## src/rtl/bcd_to_b16_decoder.sv

```systemverilog
// Five-digit BCD to 16-bit binary converter, one digit per cycle (MSD first).
// Define BCD_SAT_EN to saturate value_out to 0xFFFF on overflow; otherwise it wraps modulo 2^16.
module bcd_to_b16_decoder (
   input  logic        sysclk,
   input  logic        rst_n,
   input  logic        start,
   input  logic [3:0]  D5_in,
   input  logic [3:0]  D4_in,
   input  logic [3:0]  D3_in,
   input  logic [3:0]  D2_in,
   input  logic [3:0]  D1_in,
   output logic [15:0] value_out,
   output logic        valid,
   output logic        busy,
   output logic        err,
   output logic        ovf
);

   // state | meaning
   // IDLE  | waiting for start; results held
   // ACCUM | folding one captured digit per cycle into acc (D5 first)
   typedef enum logic {IDLE, ACCUM} state_t;

`ifdef BCD_SAT_EN
   localparam logic SAT_EN = 1'b1;
`else
   localparam logic SAT_EN = 1'b0;
`endif

   state_t           state_q, state_d;
   logic [4:0][3:0]  dig_q, dig_d;
   logic [2:0]       cnt_q, cnt_d;
   logic [19:0]      acc_q, acc_d;
   logic [15:0]      value_q, value_d;
   logic             valid_q, valid_d;
   logic             busy_q, busy_d;
   logic             err_q, err_d;
   logic             ovf_q, ovf_d;

   logic [3:0]       cur_dig;
   logic [19:0]      acc_nxt;
   logic             any_bad;
   logic             over;

   always_comb begin
      case (cnt_q)
         3'd0:    cur_dig = dig_q[4];
         3'd1:    cur_dig = dig_q[3];
         3'd2:    cur_dig = dig_q[2];
         3'd3:    cur_dig = dig_q[1];
         default: cur_dig = dig_q[0];
      endcase
   end

   // acc*10 as (acc<<3)+(acc<<1); even with non-BCD nibbles the sum stays below 2^20
   assign acc_nxt = {acc_q[16:0], 3'b000} + {acc_q[18:0], 1'b0} + {16'h0000, cur_dig};
   assign any_bad = (dig_q[0] > 4'd9) | (dig_q[1] > 4'd9) | (dig_q[2] > 4'd9) |
                    (dig_q[3] > 4'd9) | (dig_q[4] > 4'd9);
   assign over    = |acc_nxt[19:16];

   always_comb begin
      state_d = state_q;
      dig_d   = dig_q;
      cnt_d   = cnt_q;
      acc_d   = acc_q;
      value_d = value_q;
      valid_d = 1'b0;
      busy_d  = busy_q;
      err_d   = err_q;
      ovf_d   = ovf_q;
      case (state_q)
         IDLE: begin
            if (start) begin
               dig_d   = {D5_in, D4_in, D3_in, D2_in, D1_in};
               acc_d   = 20'd0;
               cnt_d   = 3'd0;
               busy_d  = 1'b1;
               state_d = ACCUM;
            end
         end
         ACCUM: begin
            acc_d = acc_nxt;
            cnt_d = cnt_q + 3'd1;
            if (cnt_q == 3'd4) begin
               state_d = IDLE;
               busy_d  = 1'b0;
               valid_d = 1'b1;
               err_d   = any_bad;
               ovf_d   = ~any_bad & over;
               if (any_bad)
                  value_d = 16'h0000;
               else if (over && SAT_EN)
                  value_d = 16'hFFFF;
               else
                  value_d = acc_nxt[15:0];
            end
         end
         default: state_d = IDLE;
      endcase
   end

   always_ff @(posedge sysclk) begin
      if (!rst_n) begin
         state_q <= IDLE;
         dig_q   <= '0;
         cnt_q   <= 3'd0;
         acc_q   <= 20'd0;
         value_q <= 16'h0000;
         valid_q <= 1'b0;
         busy_q  <= 1'b0;
         err_q   <= 1'b0;
         ovf_q   <= 1'b0;
      end else begin
         state_q <= state_d;
         dig_q   <= dig_d;
         cnt_q   <= cnt_d;
         acc_q   <= acc_d;
         value_q <= value_d;
         valid_q <= valid_d;
         busy_q  <= busy_d;
         err_q   <= err_d;
         ovf_q   <= ovf_d;
      end
   end

   assign value_out = value_q;
   assign valid     = valid_q;
   assign busy      = busy_q;
   assign err       = err_q;
   assign ovf       = ovf_q;

endmodule

```

## config.mk

```make
export PLATFORM = sky130hd
export DESIGN_NAME = bcd_to_b16_decoder
export DESIGN_NICKNAME = d
export VERILOG_FILES = /design/src/rtl/bcd_to_b16_decoder.sv
export SDC_FILE = /design/constraint.sdc
export NUM_CORES = 1
export LEC_CHECK = 0
export BUFFER_PORTS_ARGS = -buffer_cell sky130_fd_sc_hd__buf_4
export CAP_MARGIN = 20
export CORE_MARGIN = 4
export CORE_UTILIZATION = 50
export DETAILED_ROUTE_END_ITERATION = 16
export MAX_ROUTING_LAYER = met4
export PLACE_DENSITY = 0.7
export SLEW_MARGIN = 10
export SYNTH_ARGS = -nofsm -noshare
export SYNTH_HDL_FRONTEND = slang
export SYNTH_SLANG_ARGS = --single-unit
```

## constraint.sdc

```tcl
create_clock -name sysclk -period 4.9 [get_ports sysclk]
set_input_delay 0.98 -clock sysclk [delete_from_list [all_inputs] [get_ports sysclk]]
set_output_delay 0.98 -clock sysclk [all_outputs]
set_load 0.01 [all_outputs]
```

Word-level counts from Yosys, hierarchy flattened
Cells that the tools add are included.
Storage, ports and cells
  flip-flop bits (word level): 63
  latch bits: 0
  memory bits (writable): 0
  bits in read-only memories: 0
  bits of input ports: 23
  output and inout bits: 20
  logic and storage cells: 53
  memories kept: 0
Operators by class
  $add $sub $neg: 3
  multiply operators: 0
  divide/modulo/power cells: 0
  magnitude comparators: 5
  eq/ne operators: 6
  shift operators: 0
  muxes and demuxes: 13
  bitwise gates (word level): 7
  reductions and logical operators: 6
Operators by type and width (count)
  case mux 19 bit (2 select lines): 1
  adder 20 bit: 1
  adder 20 x 4 -> 20 bit: 1
  greater-than comparator 4 bit (second input constant): 5
  2-to-1 mux 19 bit: 1
  2-to-1 mux 16 bit: 1
  case mux 4 bit (4 select lines): 1
  AND reduction 2 bit: 4
  equality test 3 x 2 -> 1 bit (second input constant): 2
  case mux 3 bit (2 select lines): 1
  2-to-1 mux 1 bit: 5
  OR 1 bit: 4
  case mux 1 bit (2 select lines): 2
  OR reduction 4 bit: 1
  adder 3 x 1 -> 3 bit (second input constant): 1
  equality test 3 x 1 -> 1 bit (second input constant): 1
  equality test 3 bit (second input constant): 1
  logical NOT 3 bit: 1
  2-to-1 mux 3 bit: 1
  != test 2 x 1 -> 1 bit (second input constant): 1
  != test 2 bit (second input constant): 1
  inverter 1 bit: 2
  bitwise AND 1 bit: 1

Logic depth before layout (Yosys ltp)
Gate-level depths: netlist of the first run.
  depth in word-level cells: 7
  depth in mapped cells: 17
  depth with buffers taken out: 17

Least setup slack after synthesis of the first run
No wires, ideal clock.
  kind: flip-flop to flip-flop
  start point: register cnt_q[0]
  end point: register ovf_q (netlist: ovf)
  library setup time: 0.130 ns
  arrival time: 3.295 ns
  slack: 1.475 ns
  stages on the path, launching flop included: 16
  buffers on the path: 0
  clock period less this slack: 3.425 ns
  cells stage by stage: dfxtp_1 -> inv_1 -> ha_1 -> nor3_1 -> o21bai_1 -> o211ai_1 -> o21ai_0 -> fa_1 -> fa_1 -> nand2b_1 -> a21oi_2 -> o211ai_2 -> a32oi_1 -> xor2_1 -> o31ai_2 -> o211ai_1
On the way
  cells in the longest elaborated chain, start to end: 5
RTL lines
  start: declaration: RTL line 32  | logic [2:0] cnt_q, cnt_d;
  start signal: assignment: RTL line 116  | cnt_q <= cnt_d;
  equality test 3 x 2 -> 1 bit (tied with other cells): RTL line 46  | case (cnt_q)
  case mux 4 bit (4 select lines): RTL line 46
  adder 20 x 4 -> 20 bit: RTL line 56  | assign acc_nxt = {acc_q[16:0], 3'b000} + {acc_q[18:0], 1'b0} + {16'h0000, cur_dig};
  OR reduction 4 bit: RTL line 59  | assign over = |acc_nxt[19:16];
  bitwise AND 1 bit: RTL line 89  | ovf_d = ~any_bad & over;
  end signal: assignment: RTL line 122  | ovf_q <= ovf_d;
  end: declaration: RTL line 38  | logic ovf_q, ovf_d;
Parallel ways exist; a longest one is shown, timed or not.
A chain may end at the register's enable or synchronous reset.

Worst setup path after layout of the first run
  start point: register cnt_q[0]
  end point: register acc_q[18]
On the way
  cells in the longest elaborated chain, start to end: 4
RTL lines
  equality test 3 x 2 -> 1 bit (tied with other cells): RTL line 46
  case mux 4 bit (4 select lines) (*): RTL line 46
  adder 20 x 4 -> 20 bit (*): RTL line 56
  case mux 19 bit (2 select lines) (*): RTL line 71  | case (state_q)
  end signal: assignment: RTL line 107  | acc_q <= 20'd0;
  end signal: assignment: RTL line 117  | acc_q <= acc_d;
  end: declaration: RTL line 33  | logic [19:0] acc_q, acc_d;
Every way passes the cells marked *; elsewhere a longest branch is shown, timed or not.

==> reports/results.txt, run 1 <==
Syn_nets -> 478
Reg2reg end -> acc_q[18]
Met2 wire len -> 3.93 mm
Synth Warn # -> 0
Final Wtd Congestion -> 0.961
First-pass GRT wire length -> 13.8 mm
Clk_lat worst skew -> 0.35 ns
Crit-path max FO -> 8
Slew headroom -> 33.7%
# nets final -> 516
Number of synthesized flops with an enable pin -> 0
Top-level I/O count -> 43
Worst path arrival time -> 4.22 ns
Setup CP Type -> flip-flop to flip-flop
Die height -> 92.9 um
Tot GR Track Use -> 20.7%
Rows -> 30
Routed vias -> 3084
Peak VDD IR -> 0.155 mV
Count leader, synth -> dfxtp_1
Crit share post-route -> 80.0%
Final Max Tran Viols -> 0
Post-route DRC -> 0
Core area -> 6910 um2
Die Width -> 92.9 um
Register-to-Register Path Depth -> 15
Layout area overhead -> 17.0%
R2R Path Start -> cnt_q[0]
Fmax -> 255 MHz
Post-Syn Instances -> 414
Hold Buf Count CTS -> 0
Mapped cell area -> 3600 um2
Diodes inserted -> 0
DRT met1 WL -> 3.89 mm
FFs w/ async S/R, synth -> 0%
Seq/Total Area, Yosys -> 35.0%
Top post-synthesis cells by area -> dfxtp_1, ha_1, nand2_1
Flops & latches, synth -> 63
Dpl cells -> 537
CP Launch Type -> flip-flop
Routed len/inst -> 14.9 um
Clk slew on worst S/H paths -> 0.08 ns
TritonCTS Buffers -> 9
Clock Sinks -> 63
Pin slew with the least headroom to its limit -> 0.994 ns
CTS tree -> yes
Routed met3 length -> 337 um
Initial DRC Count -> 202
Worst R2R Setup Slack -> 0.98 ns
TritonRoute pass-1 iters -> 4
Vias in the first global route -> 2893
Crit path from -> cnt_q[0]
LEAKAGE -> 1.82 nW
Hold Path Origin -> value_out[15]
Final HPWL from detailed placement -> 5.92 mm
Clock Skew -> 0.0155 ns
H-tree levels -> 3
Synth cell types -> 48
Crit end category -> flip-flop
Worst Path Required -> 5.20 ns
Worst Setup EP -> acc_q[18]
Post-CTS Resized -> 0
Ys flop type -> dfxtp_1
Layout Cells excl Fill -> 553
Die Area -> 8620 um2
Starting Density -> 52.1%
Finish-stage setup viols -> 0
RSZ-0062 raised after global routing -> no
Maximum number of pins on one net before global-route repair -> 46
Status -> complete, no violations
Deepest clock path buffer count -> 2
Overall power -> 1.18 mW
Vias per cell -> 5.58
Share of the synthesized area in the top cell type -> 35.0%
Clk root buf -> clkbuf_8
Hold_ws -> 0.458 ns
Avg Cell Area, Syn -> 8.69 um2
Fin. Hold Viols -> 0
Largest area contributor in the netlist -> dfxtp_1
Routed WL -> 8.23 mm
Post-route ant nets -> 0
P per Cell Area -> 281 nW/um2
Post-CTS Setup Bufs -> 0
Synth top cells by count -> dfxtp_1, nand2_1, ha_1
Port bufs -> 42
Max_cap viols -> 0
Initial antenna violation count -> 0
Global route total overflow -> 0
Hold Crit Class -> flip-flop to flip-flop
Final worst path period need -> 3.92 ns
Top routing layer used -> met4
Layout cells sized above 1 -> 14.9%
Total Negative Setup Slacks -> 0 ns
[worst min-delay path by stage]
stage	end	slack, ns	cells past startpoint
after floorplan	dig_q[16]	0.44	2
after global placement	value_out[3]	0.44	2
after CTS	value_out[15]	0.46	2
final	value_out[15]	0.46	2
after global routing	value_out[15]	0.50	2
after detailed placement	value_out[15]	0.44	2
[cells by family after synthesis]
family	count (synthesis)	share of synthesized area (%)
buf+inv	33	3.55
compound gates	123	23.5
xor+xnor	16	3.89
simple gates	137	19.1
mux	1	0.278
fa+ha+maj	41	14.7
flops	63	35.0
[final cells by class]
| cell class | count | area, um2 |
|---|---|---|
| flip-flops and latches | 63 | 1260 |
| repair buffers | 45 | 338 |
| clock buffers | 9 | 124 |
| inverters | 15 | 56.3 |
| multi-input cells | 318 | 2210 |
| fillers | 650 | 2690 |
| well taps | 96 | 120 |
| clock inverters | 7 | 103 |
[where the power goes]
group / total (mW) / leakage (nW) / internal, mW / switching, mW
clock: 0.520 / 0.111 / 0.292 / 0.228
combinational: 0.125 / 1.20 / 0.0528 / 0.0718
sequential: 0.539 / 0.512 / 0.527 / 0.0121
[metrics by stage]
step | setup slack [ns] | util (%) | cell area [um2]
final | 0.982 | 61.0 | 4210
after CTS | 1.01 | 61.0 | 4210
after detailed placement | 1.07 | 57.7 | 3990
after floorplan | 1.48 | - | 3600
after global placement | 1.19 | 57.7 | 3990
after global routing | 0.697 | 61.0 | 4210
[worst max-delay path, cell delays in order, from the launching register on]
cell      delay, ns
dfxtp_1        0.37
inv_1          0.10
ha_1           0.27
nor3_1         0.07
o21bai_1       0.41
o211ai_1       0.15
o21ai_0        0.13
fa_1           0.49
fa_1           0.47
nand2b_1       0.19
a21oi_2        0.25
o211ai_2       0.15
and3_2         0.20
nor3_1         0.38
a21oi_1        0.13
nor2b_1        0.11
[flip-flops by register name, indices dropped and copies added, names as in the netlist]
signal	flops
acc_q	19
value_out	16
ovf	1
state_q	1
dig_q	20
err	1
busy	1
cnt_q	3
valid	1
[layer usage]
metal	global-route usage [%]	vias up
li1	-	1548
met1	27.3	1463
met2	31.6	64
met3	5.12	9
met4	5.86	0
met5	-	-
[cell usage in the layout (no fill, tap or decap), types with 2 or more instances in the layout]
cell	n
a21oi_1	31
nor3b_1	14
nor2b_1	22
bufinv_16	2
nand4_1	5
a21o_1	4
nor3_1	10
o32ai_1	3
nor2_1	17
clkbuf_8	9
ha_1	39
nand3_1	2
xnor2_1	11
inv_1	15
o21bai_1	3
o211ai_1	5
and2_1	3
buf_4	45
a211oi_1	2
xor2_1	5
a222oi_1	4
inv_6	3
nand2b_1	5
a21boi_0	21
o21ai_0	20
dfxtp_1	63
nand2_1	53
a22o_1	12
o31ai_1	2
o21a_1	5
fa_1	2
No activity file was read; power rests on OpenSTA's default activity.
==> run 2, diff against run 1 <==
==> constraint.sdc (replaced) <==
create_clock -name sysclk -period 3.8 [get_ports sysclk]
set_input_delay 0.76 -clock sysclk [delete_from_list [all_inputs] [get_ports sysclk]]
set_output_delay 0.76 -clock sysclk [all_outputs]
set_load 0.01 [all_outputs]
==> run 2 against run 1 <==
Wire length up 3.6%. Via count down 0.42%. Fmax up 8.6%. Non-clock buffer count up 2. Global-route usage about the same. Largest power group unchanged. Worst setup slack worse by 0.79 ns. Die area unchanged.
==> reports/results.txt, run 2 (same netlist as run 1, synthesis figures left out) <==
Peak VDD IR -> 0.235 mV (+52%)
Clk_lat worst skew -> 0.34 ns (about the same)
Fillers -> 605 (-6.9%)
Maximum number of pins on one net before global-route repair -> 46 (unchanged)
Top-level I/O count -> 43 (unchanged)
Fmax -> 277 MHz (+8.6%)
Vias per cell -> 5.53 (-0.78%)
Finish-stage setup viols -> 0 (unchanged)
WHS Path Cells -> 2 (unchanged)
Hold Crit Class -> flip-flop to flip-flop
TritonCTS Buffers -> 9 (unchanged)
TritonRoute pass-1 iters -> 4 (unchanged)
Crit-path max FO -> 5 (-3)
Clock Skew -> 0.00819 ns (-0.00727 ns)
Post-CTS Setup Bufs -> 0 (unchanged)
Core area -> 6910 um2 (unchanged)
Initial antenna violation count -> 0 (unchanged)
Setup CP Type -> flip-flop to flip-flop
Rows -> 30 (unchanged)
Routed vias -> 3071 (-0.42%)
CP Launch Type -> flip-flop
Crit share post-route -> 95.0% (+15 points)
FF+latch area -> 1260 um2 (+0.20%)
Port bufs -> 42 (unchanged)
Status -> complete, no violations
Overall power -> 1.53 mW (+30%)
Pin slew with the least headroom to its limit -> 0.793 ns (-0.201 ns)
P per Cell Area -> 358 nW/um2 (+27%)
Clock Sinks -> 63 (unchanged)
Die Width -> 92.9 um (unchanged)
Tot GR Track Use -> 20.7% (about the same)
Hold_ws -> 0.454 ns (-0.00398 ns)
Post-route DRC -> 0 (unchanged)
Routed WL -> 8.52 mm (+3.6%)
Final Max Tran Viols -> 0 (unchanged)
H-tree levels -> 3 (unchanged)
Clk slew on worst S/H paths -> 0.07 ns (about the same)
LEAKAGE -> 1.85 nW (+1.2%)
CTS tree -> yes
Global route total overflow -> 0 (unchanged)
Clk root buf -> clkbuf_8
Diodes inserted -> 0 (unchanged)
Worst path arrival time -> 3.83 ns (-0.39 ns)
Worst stage delay on the critical path -> 0.41 ns (-0.08 ns)
Final HPWL from detailed placement -> 6.03 mm (+1.8%)
First-pass GRT wire length -> 13.7 mm (-0.10%)
Die height -> 92.9 um (unchanged)
Final worst path period need -> 3.61 ns (-0.309 ns)
Crit-path cells -> inv_1 -> ha_2 -> a222oi_1 -> nor2_1 -> a21oi_1 -> a21oi_1 -> ha_1 -> ha_1 -> inv_1 -> fa_1 -> nand2b_4 -> a21oi_4 -> o211ai_2 -> a32oi_1 -> xor2_1 -> o31ai_2 -> o211ai_1
Crit end category -> flip-flop
Vias in the first global route -> 2914 (+0.73%)
Most flops, register -> dig_q
Worst Path Required -> 4.02 ns (-1.18 ns)
Max FFs per register -> 20 (unchanged)
Leading cell type in the layout, fill and taps excluded -> dfxtp_1
Initial DRC Count -> 118 (-42%)
Starting Density -> 52.1% (unchanged)
Area of the multi-input gates -> 2260 um2 (+2.2%)
Final Worst Setup Slack -> 0.190 ns (-0.791 ns)
Max_cap viols -> 0 (unchanged)
# nets final -> 518 (+0.39%)
Post-CTS Resized -> 0 (unchanged)
Final Wtd Congestion -> 0.977 (+1.7%)
Critical path's slowest cell -> fa_1
Fin. Hold Viols -> 0 (unchanged)
Deepest clock path buffer count -> 2 (unchanged)
Layout area overhead -> 19.0%
Layout cells sized above 1 -> 17.4% (+2.5 points)
DP Worst Slack -> 0.113 ns (-0.958 ns)
Most frequent cells in the layout -> dfxtp_1, nand2_1, buf_4, ha_1, a21oi_1
Register-to-Register Path Depth -> 17 (+2)
Hold Buf Count CTS -> 0 (unchanged)
Routed len/inst -> 15.3 um (+3.2%)
Die Area -> 8620 um2 (unchanged)
Post-route ant nets -> 0 (unchanged)
Slew headroom -> 47.0% (+13 points)
## run 2: where the power goes
part           switching (mW)  leakage (nW)  internal (mW)  total (mW)
clock network           0.281         0.109          0.390       0.672
registers              0.0158         0.512          0.679       0.695
logic                  0.0958          1.22         0.0707       0.166
## run 2: cell type report
| class | count | share of cell area, % |
|---|---|---|
| clock buffers | 10 | 3.21 |
| inverters | 15 | 1.31 |
| well taps | 96 | 2.80 |
| clock inverters | 6 | 2.16 |
| multi-input cells | 318 | 52.8 |
| repair buffers | 47 | 8.24 |
| flip-flops and latches | 63 | 29.5 |
## run 2: worst paths after layout
| path | start | endpoint | slack [ns] |
|---|---|---|---|
| hold / removal | value_out[15] | value_out[15] | 0.45 |
| hold reg to reg | value_out[15] | value_out[15] | 0.45 |
| setup reg to reg | cnt_q[1] | ovf | 0.19 |
| setup / recovery | cnt_q[1] | ovf | 0.19 |
## run 2: critical path, delay by kind of cell (launching register included)
family	cells	cell delay (ns)
xor gates and xnor gates	1	0.13
buffers and inverters	2	0.16
adders and majority gates	4	1.10
and+or+nand+nor	2	0.25
DFF	1	0.37
AOI/OAI and AO/OA	8	1.49
## run 2: routing by layer
layer / track usage (%) / part of all wire, % / vias up
met4: 8.18 / 1.3 / 0
met2: 32.5 / 46 / 54
met5: - / 0 / -
li1: - / - / 1556
met1: 26.6 / 49 / 1453
met3: 3.41 / 3.8 / 8
## run 2: through the flow
| stage | utilization (%) | setup TNS, ns | cells | area, um2 |
|---|---|---|---|---|
| finish | 62.0 | 0 | 555 | 4280 |
| global route | 62.0 | -0.00161 | 555 | 4280 |
| CTS | 61.3 | 0 | 555 | 4230 |
| detailed placement | 57.9 | 0 | 539 | 4000 |
| global placement | 57.9 | 0 | 539 | 4000 |
| floorplan | - | 0 | 414 | 3600 |
==> run 3, diff against run 2 <==
--- a/config.mk
+++ b/config.mk
@@ -5,6 +5,7 @@
 export SDC_FILE = /design/constraint.sdc
 export NUM_CORES = 1
 export LEC_CHECK = 0
+export ABC_AREA = 1
 export BUFFER_PORTS_ARGS = -buffer_cell sky130_fd_sc_hd__buf_4
 export CAP_MARGIN = 20
 export CORE_MARGIN = 4
==> run 3 against run 2 <==
First-iteration DRC count is 31% higher. Count of clock-buffer cells in the layout is 1 lower. Global-route usage is 1.3 points higher. Worst hold slack worse by 0.00081 ns. Power is 1.6% lower. Utilization is 2.0 points lower. Via count is 12% higher. Synthesized cell count is 29% higher. Design area is 1.5% higher. Cell count is 23% higher. Sequential cell count stayed put. Worst setup slack better by 0.27 ns.
==> reports/results.txt, run 3 <==
FFs w/ async S/R, synth -> 0% (unchanged)
Crit end category -> flip-flop
Worst path arrival time -> 3.58 ns (-0.25 ns)
Fmax -> 300 MHz (+8.2%)
Die Area -> 8930 um2 (+3.6%)
P_sw -> 0.437 mW (+11%)
Vias in the first global route -> 3170 (+8.8%)
Largest area contributor in the netlist -> dfxtp_1
Comb pwr share -> 12.6% (+1.7 points)
Status -> complete, no violations
Dpl cells -> 666 (+24%)
Synth cell types -> 33 (-31%)
Internal power -> 1.07 mW (-6.1%)
Post-CTS Setup Bufs -> 0 (unchanged)
Routed vias -> 3443 (+12%)
Top post-synthesis cells by area -> dfxtp_1, nand2_1, ha_1
Final Max Tran Viols -> 0 (unchanged)
Hold Buf Count CTS -> 0 (unchanged)
Max FFs per register -> 20 (unchanged)
RSZ-0062 raised after global routing -> no
Layout area overhead -> 16.3%
Final HPWL from detailed placement -> 6.87 mm (+14%)
Mapped cell area -> 3740 um2 (+3.9%)
Synth Warn # -> 0 (unchanged)
Slew headroom -> 64.1% (+17 points)
Flops & latches, synth -> 63 (unchanged)
Count leader, synth -> nand2_1
Clock Skew -> 0.00748 ns (-0.000712 ns)
# nets final -> 642 (+24%)
Layout Cells excl Fill -> 682 (+23%)
Number of synthesized flops with an enable pin -> 0 (unchanged)
Maximum number of pins on one net before global-route repair -> 31 (-33%)
Avg Cell Area, Syn -> 6.98 um2 (-20%)
Global route total overflow -> 0 (unchanged)
Clock Sinks -> 63 (unchanged)
Die Width -> 94.5 um (+1.8%)
Ys flop type -> dfxtp_1
Setup CP Type -> flip-flop to flip-flop
Synth top cells by count -> nand2_1, inv_1, dfxtp_1
Clk_lat worst skew -> 0.35 ns (about the same)
Final Wtd Congestion -> 0.954 (-2.4%)
P per Cell Area -> 347 nW/um2 (-3.1%)
Fin area -> 4350 um2 (+1.5%)
Deepest clock path buffer count -> 2 (unchanged)
Layout cells sized above 1 -> 12.5% (-4.9 points)
Diodes inserted -> 0 (unchanged)
Initial DRC Count -> 155 (+31%)
First-pass GRT wire length -> 14.7 mm (+7.1%)
H-tree levels -> 3 (unchanged)
Max_cap viols -> 0 (unchanged)
Hold Crit Class -> flip-flop to flip-flop
Post-Syn Instances -> 536 (+29%)
Seq/Total Area, Yosys -> 33.7% (-1.3 points)
Final worst path period need -> 3.34 ns (-0.274 ns)
Clock power share -> 40.7% (-3.1 points)
Initial antenna violation count -> 0 (unchanged)
CP Launch Type -> flip-flop
Clk root buf -> clkbuf_8
Crit-path max FO -> 4 (-1)
Rows -> 31 (+3.3%)
LEAKAGE -> 2.23 nW (+21%)
Post-route DRC -> 0 (unchanged)
Sw Ratio -> 29.0% (+3.4 points)
Most frequent cells in the layout -> nand2_1, inv_1, dfxtp_1, nor2_1
Tot GR Track Use -> 22.0% (+1.3 points)
Routed len/inst -> 13.2 um (-14%)
Overall power -> 1.51 mW (-1.6%)
Most flops, register -> dig_q
Post-CTS Resized -> 0 (unchanged)
Crit share post-route -> 87.8% (-7.2 points)
Leading cell type in the layout, fill and taps excluded -> nand2_1
Routed WL -> 8.99 mm (+5.5%)
Die height -> 94.5 um (+1.8%)
Core area -> 7250 um2 (+5.0%)
Syn_nets -> 600 (+26%)
TritonRoute pass-1 iters -> 4 (unchanged)
Post-route ant nets -> 0 (unchanged)
Pin slew with the least headroom to its limit -> 0.538 ns (-0.256 ns)
Peak VDD IR -> 0.265 mV (+13%)
CTS tree -> yes
Vias per cell -> 5.05 (-8.8%)
Finish-stage setup viols -> 0 (unchanged)
Reg power frac -> 46.7% (+1.4 points)
Fin. Hold Viols -> 0 (unchanged)
TritonCTS Buffers -> 9 (unchanged)
Worst Path Required -> 4.05 ns (+0.03 ns)
Port bufs -> 42 (unchanged)
Clk slew on worst S/H paths -> 0.08 ns (about the same)
Total Negative Setup Slacks -> 0 ns (unchanged)
Share of the synthesized area in the top cell type -> 33.7% (-1.3 points)
Top-level I/O count -> 43 (unchanged)
Layout Utilization -> 60.0% (-2.0 points)
Starting Density -> 51.6% (-0.56 points)
Placed Area -> 4150 um2 (+3.6%)
==> run 3: per-stage QoR <==
stage          hold WS, ns  setup WS [ns]
2_1_floorplan        0.430          0.742
3_3_place_gp         0.442          0.571
3_5_place_dp         0.441          0.463
4_1_cts              0.456          0.441
5_1_grt              0.472         0.0878
6_report             0.453          0.465
==> run 3: metal layers <==
metal,routed length [um],track usage [%],share of wire [%]
met4,70,9.13,0.78
met3,607,3.59,6.8
met2,4330,36.7,48
met5,0,-,0
met1,3980,26.3,44
==> run 3: path summary, 6_finish.rpt <==
check           startpoint            end  slack [ns]  cells past startpoint
max               cnt_q[0]            ovf        0.46                     26
max reg2reg       cnt_q[0]            ovf        0.46                     26
min reg2reg  value_out[12]  value_out[12]        0.45                      2
min          value_out[12]  value_out[12]        0.45                      2
==> run 3: worst max-delay path: stages, from the launching register on <==
cell	delay, ns
dfxtp_1	0.37
inv_1	0.10
ha_1	0.20
nand2_1	0.15
inv_1	0.09
nand2_1	0.06
o21ai_0	0.07
a21oi_1	0.12
nand3_1	0.07
o21ai_0	0.08
inv_1	0.06
ha_1	0.27
ha_1	0.19
inv_1	0.07
fa_1	0.41
inv_1	0.09
nand3_1	0.06
nand2_1	0.10
nand2_1	0.05
nand2_1	0.12
nand2_1	0.09
nand2_1	0.07
nand2_1	0.06
nand2_1	0.06
nand2_1	0.05
o21bai_1	0.13
nand2_1	0.06
==> run 3: power by group through the flow <==
stage	clock, mW	sequential (mW)	combinational, mW
CTS	0.623	0.705	0.193
finish	0.613	0.705	0.190
global placement	0	0.720	0.189
floorplan	0	0.713	0.136
detailed placement	0	0.721	0.192
global route	0.648	0.708	0.222
==> run 3: layout make-up <==
cell class | count | area (um2)
sequential | 63 | 1260
fill | 723 | 2900
tap | 99 | 124
inverter | 70 | 263
timing repair buffer | 46 | 345
multi-input combinational | 388 | 2150
clock inverter | 7 | 80.1
clock buffer | 9 | 124
==> run 3: logic make-up after synthesis <==
logic type               share of synthesized area [%]
AND/OR/NAND/NOR                                   27.2
AO/OA/AOI/OAI                                     13.6
buffers and inverters                             8.73
flip-flops                                        33.7
adder cells (fa/ha/maj)                           14.1
XOR/XNOR                                          2.58
